### config.mk
export PLATFORM = sky130hd
export DESIGN_NAME = vx_tcu_fedp_drain
export DESIGN_NICKNAME = d
export VERILOG_FILES = /design/src/rtl/vx_tcu_fedp_drain.sv
export SDC_FILE = /design/constraint.sdc
export NUM_CORES = 1
export LEC_CHECK = 0
export CORE_MARGIN = 2
export CORE_UTILIZATION = 55
export DETAILED_ROUTE_END_ITERATION = 7
export PLACE_DENSITY = 0.72
export SLEW_MARGIN = 20
export SYNTH_ARGS = -nofsm -noshare
export SYNTH_HDL_FRONTEND = slang
export SYNTH_SLANG_ARGS = --single-unit
### constraint.sdc
create_clock -name clk -period 13.9 [get_ports clk]
set_input_delay 2.085 -clock clk [delete_from_list [all_inputs] [get_ports clk]]
set_output_delay 2.085 -clock clk [all_outputs]
set_load 0.005 [all_outputs]
### src/rtl/vx_tcu_fedp_drain.sv
// Drain stage behind the FEDP pipeline: tracks request valid/tag alongside the
// enable-gated datapath and buffers completed dot products for writeback.
module vx_tcu_fedp_drain #(
  parameter int LATENCY = 16,
  parameter int TAGW    = 8,
  parameter int DEPTH   = 4,
  parameter int XLEN    = 32
) (
  input  logic                         clk,
  input  logic                         reset,
  input  logic                         valid_in,
  input  logic [TAGW-1:0]              tag_in,
  output logic                         ready_in,
  output logic                         fedp_enable,
  input  logic [XLEN-1:0]              fedp_d_val,
  output logic                         valid_out,
  output logic [XLEN-1:0]              d_out,
  output logic [TAGW-1:0]              tag_out,
  input  logic                         ready_out,
  output logic [$clog2(DEPTH+1)-1:0]   count,
  output logic                         busy
);

  localparam int CNTW = $clog2(DEPTH + 1);
  localparam int PTRW = $clog2(DEPTH);
  localparam logic [CNTW-1:0] FULL_CNT = CNTW'(DEPTH);

  logic [LATENCY-1:0] sh_vld;
  logic [TAGW-1:0]    sh_tag [LATENCY];

  logic [XLEN-1:0]    mem_d   [DEPTH];
  logic [TAGW-1:0]    mem_tag [DEPTH];
  logic [PTRW-1:0]    wr_ptr;
  logic [PTRW-1:0]    rd_ptr;
  logic [CNTW-1:0]    cnt_q;

  logic tail_vld;
  logic any_vld;
  logic fifo_nonempty;
  logic full;
  logic pop;
  logic stall;
  logic push;

  // A valid tail may only advance if the FIFO can take it this cycle; otherwise
  // the whole FEDP is frozen so its tail result stays put on fedp_d_val.
  always_comb begin
    tail_vld      = sh_vld[LATENCY-1];
    any_vld       = |sh_vld;
    fifo_nonempty = (cnt_q != '0);
    full          = (cnt_q == FULL_CNT);
    valid_out     = reset && fifo_nonempty;
    pop           = valid_out && ready_out;
    stall         = tail_vld && full && !pop;
    ready_in      = reset && !stall;
    fedp_enable   = reset && !stall && (valid_in || any_vld);
    push          = fedp_enable && tail_vld;
  end

  always_ff @(posedge clk) begin
    if (!reset) begin
      sh_vld <= '0;
    end else if (fedp_enable) begin
      for (int k = LATENCY - 1; k > 0; k--) begin
        sh_vld[k] <= sh_vld[k-1];
      end
      sh_vld[0] <= valid_in && ready_in;
    end
  end

  // Tags are qualified by sh_vld, so they need no reset.
  always_ff @(posedge clk) begin
    if (fedp_enable) begin
      for (int k = LATENCY - 1; k > 0; k--) begin
        sh_tag[k] <= sh_tag[k-1];
      end
      sh_tag[0] <= tag_in;
    end
  end

  always_ff @(posedge clk) begin
    if (push) begin
      mem_d[wr_ptr]   <= fedp_d_val;
      mem_tag[wr_ptr] <= sh_tag[LATENCY-1];
    end
  end

  // Pointers wrap naturally because DEPTH is a power of two.
  always_ff @(posedge clk) begin
    if (!reset) begin
      wr_ptr <= '0;
      rd_ptr <= '0;
      cnt_q  <= '0;
    end else begin
      if (push) begin
        wr_ptr <= wr_ptr + PTRW'(1);
      end
      if (pop) begin
        rd_ptr <= rd_ptr + PTRW'(1);
      end
      case ({push, pop})
        2'b10:   cnt_q <= cnt_q + CNTW'(1);
        2'b01:   cnt_q <= cnt_q - CNTW'(1);
        default: cnt_q <= cnt_q;
      endcase
    end
  end

  always_comb begin
    d_out   = mem_d[rd_ptr];
    tag_out = mem_tag[rd_ptr];
    count   = cnt_q;
    busy    = any_vld || fifo_nonempty;
  end

endmodule

==> summary.md <==
| Metric | Value |
|---|---|
| Compound-cell area share of the yosys netlist | `1.195%` |
| Cell chain of the critical path | `clkdlybuf4s50_1 > clkinv_1 > nor2_1 > o21a_4 > clkdlybuf4s50_1` |
| DP HPWL | `8840 µm` |
| First-pass GRT wire length | `25230 µm` |
| Mapped Nets | `517` |
| Max-cap violations | `0` |
| Largest net degree at the start of global routing | `66` |
| Initial Util | `56.53%` |
| Setup Skew | `12.55 ps` |
| Leading cell type in the layout, fill and taps excluded | `edfxtp_1` |
| # H-tree levels | `1` |
| Internal | `0.001543 W` |
| Crit end category | `output pin` |
| Net Sw Frac | `18.25%` |
| Cell row count | `50` |
| Worst-Margin Slew | `980.2 ps` |
| Post-CTS sizing | `0` |
| Achievable Freq | `133.6 MHz` |
| Mux contribution to synthesized area | `8.529%` |
| Fin crit period | `7484 ps` |
| CP Max Fanout | `65` |
| Setup TNS | `0 ps` |
| Simple-Gate Fraction of Synth Area | `2.601%` |
| Slowest-stage cell, CP | `clkdlybuf4s50_1` |
| Routed via count | `4574` |
| Crit-path max cell delay | `1120 ps` |
| Relative slew margins | `34.45%` |
| Crit share post-route | `53.84%` |
| Combinational power share | `1.8%` |
| DRC | `0` |
| Hold slack | `413.9 ps` |
| Tot Pwr | `0.001888 W` |
| Ranking of synthesized cells by area | `edfxtp_1, mux4_2, dfxtp_1, o21ai_0, nand3_1` |
| Clk slew on worst S/H paths | `60 ps` |
| Psw | `0.0003446 W` |
| Clock root cell | `clkbuf_16` |
| Sequential power share | `56.9%` |
| Syn Area/Cell | `22.87 µm²` |
| Number of global-route vias before repair | `4761` |
| Cells after Synth | `467` |
| Synth Area in Adders | `0.7732%` |
| Hold_buf cts | `0` |
| Post-synthesis register bit count | `313` |
| Run status | `finished, final reports clean` |
| Number of setup buffers added after CTS | `0` |
| Gp weighted congestion | `0.7721` |
| Pwr/cell area | `146.7 mW/mm²` |
| TritonCTS clock tree | `yes` |
| Register area share after synthesis | `85.66%` |
| Placed instance area | `0.01189 mm²` |
| Critical Path Most Common Cell | `clkdlybuf4s50_1` |
| Hold WC Path Type | `flip-flop to flip-flop` |
| Total Routing Usage GR | `16.07%` |
| Post-Route WL | `16100 µm` |
| Largest family of logic cells by synthesized area | `multiplexers` |
| Die ar. | `0.02055 mm²` |
| Horiz. Die Dim | `143.4 µm` |
| RSZ-0062 raised after global routing | `no` |
| Core Region | `0.01889 mm²` |
| Vias per cell | `5.325` |
| XOR/XNOR share of the synthesized area | `0.3280%` |
| Post-synth design cell area | `0.01068 mm²` |
| Clk_lat worst skew | `540 ps` |
| Final ANT Viol Nets | `0` |
| Grt total ovfl | `0` |
| Max clock buf depth | `3` |
| Leak Pwr | `4.094 nW` |
| Chip Height | `143.4 µm` |
| Worst endpoint required time | `11810 ps` |
| Fin. max-slew vios | `0` |
| Area delta synth->final | `20.50%` |
| Final Hold Fails | `0` |
| Setup CP Type | `primary input to output pin` |
| Final net count | `628` |
| Peak supply drop | `0.1228 mV` |
| Cell area after layout | `0.01287 mm²` |
| Final setup viols | `0` |
| Synth top area share | `80.97%` |
| Cell taking the most area after synthesis | `edfxtp_1` |
| Drt first pass iters | `4` |
| Yosys warns | `0` |
| Post-DR wirelength/cell | `18.74 µm` |
| Share of layout cells above drive strength 1 | `15.36%` |
| CTS Buf Count | `31` |
| Clk network pwr share | `41.3%` |
| Number of port buffers | `90` |
| Antenna cells | `0` |
| CP Launch Type | `primary input` |
| Commonest cells after routing, fill and taps aside | `edfxtp_1, clkdlybuf4s50_1, mux4_2` |
| Netlist cell types | `29` |
| Initial antenna violation count | `0` |
| Worst endpoint data arrival time | `5400 ps` |
| DR iter-0 viols | `298` |
| # IOs | `91` |
| Clock Sinks | `313` |
==> synth_stat cells <==
cell,number
a21o_1,1
a21oi_1,2
a31oi_1,1
and2_1,5
and3_1,1
buf_2,6
clkbuf_1,11
clkinv_1,1
dfxtp_1,25
edfxtp_1,288
fa_1,1
ha_1,5
inv_1,6
mux2i_1,1
mux4_2,40
nand2_1,18
nand3_1,14
nand4_1,1
nor2_1,9
nor4_1,5
o21a_1,1
o21ai_0,15
o31a_1,1
o31ai_2,1
or3_1,1
or4_1,2
or4b_1,1
xnor2_1,2
xor2_1,2
==> final cells by class <==
class                           instances  area [µm²]
Clock buffer                           42       817.0
Clock inverter                         12       135.1
Fill cell                            1234        6023
Inverter                                7       26.28
Multi-Input combinational cell        130        1456
Sequential cell                       313        9151
Tap cell                              260       325.3
Timing Repair Buffer                   95       958.4
==> worst max-delay path: cells and delay by family <==
family                 cells  cell delay (ps)
AND/OR/NAND/NOR            1              330
buffers and inverters      3             2280
AO/OA/AOI/OAI              1              710
==> through the flow <==
stage	cells	utilization, %	setup WS [ps]
global placement	804	62.91	6522
finish	859	68.12	6416
CTS	858	67.95	6402
global route	859	68.12	6084
floorplan	467	-	6159
detailed placement	804	62.91	6406
==> worst paths after layout <==
check,slack [ps],start,endpoint,cells past startpoint
max,6420,reset,fedp_enable,5
min,410,sh_tag[1][26],sh_tag[1][34],0
max reg2reg,10960,count[0],sh_tag[0][18],5
min reg2reg,410,sh_tag[1][26],sh_tag[1][34],0
==> registers in the layout (all words and copies together), names as in the netlist, named ones only <==
register  flops
count         3
mem_d       128
mem_tag      32
rd_ptr        2
sh_tag      128
sh_vld       16
wr_ptr        2
==> metal layers <==
metal / vias to the layer above / routed length, µm / track usage, %
met4: 0 / 210 / 3.302
met3: 17 / 901 / 3.799
met5: - / 0 / 0
li1: 2105 / - / -
met2: 124 / 8426 / 28.99
met1: 2328 / 6558 / 20.12
==> power groups by stage <==
stage	clock network [W]	logic (W)	registers, W
final	0.000780	0.0000340	0.00107
after global routing	0.000834	0.0000374	0.00108
after CTS	0.000795	0.0000346	0.00107
after detailed placement	0	0.0000344	0.00109
after global placement	0	0.0000326	0.00109
after floorplan	0	0.0000123	0.00109
==> cells by family after synthesis <==
kind of cell	after synthesis
AOI/OAI and AO/OA	22
xor gates and xnor gates	4
adders and majority gates	6
buffers and inverters	24
DFF	313
muxes	41
and+or+nand+nor	57
(Power assumes the default switching activity.)
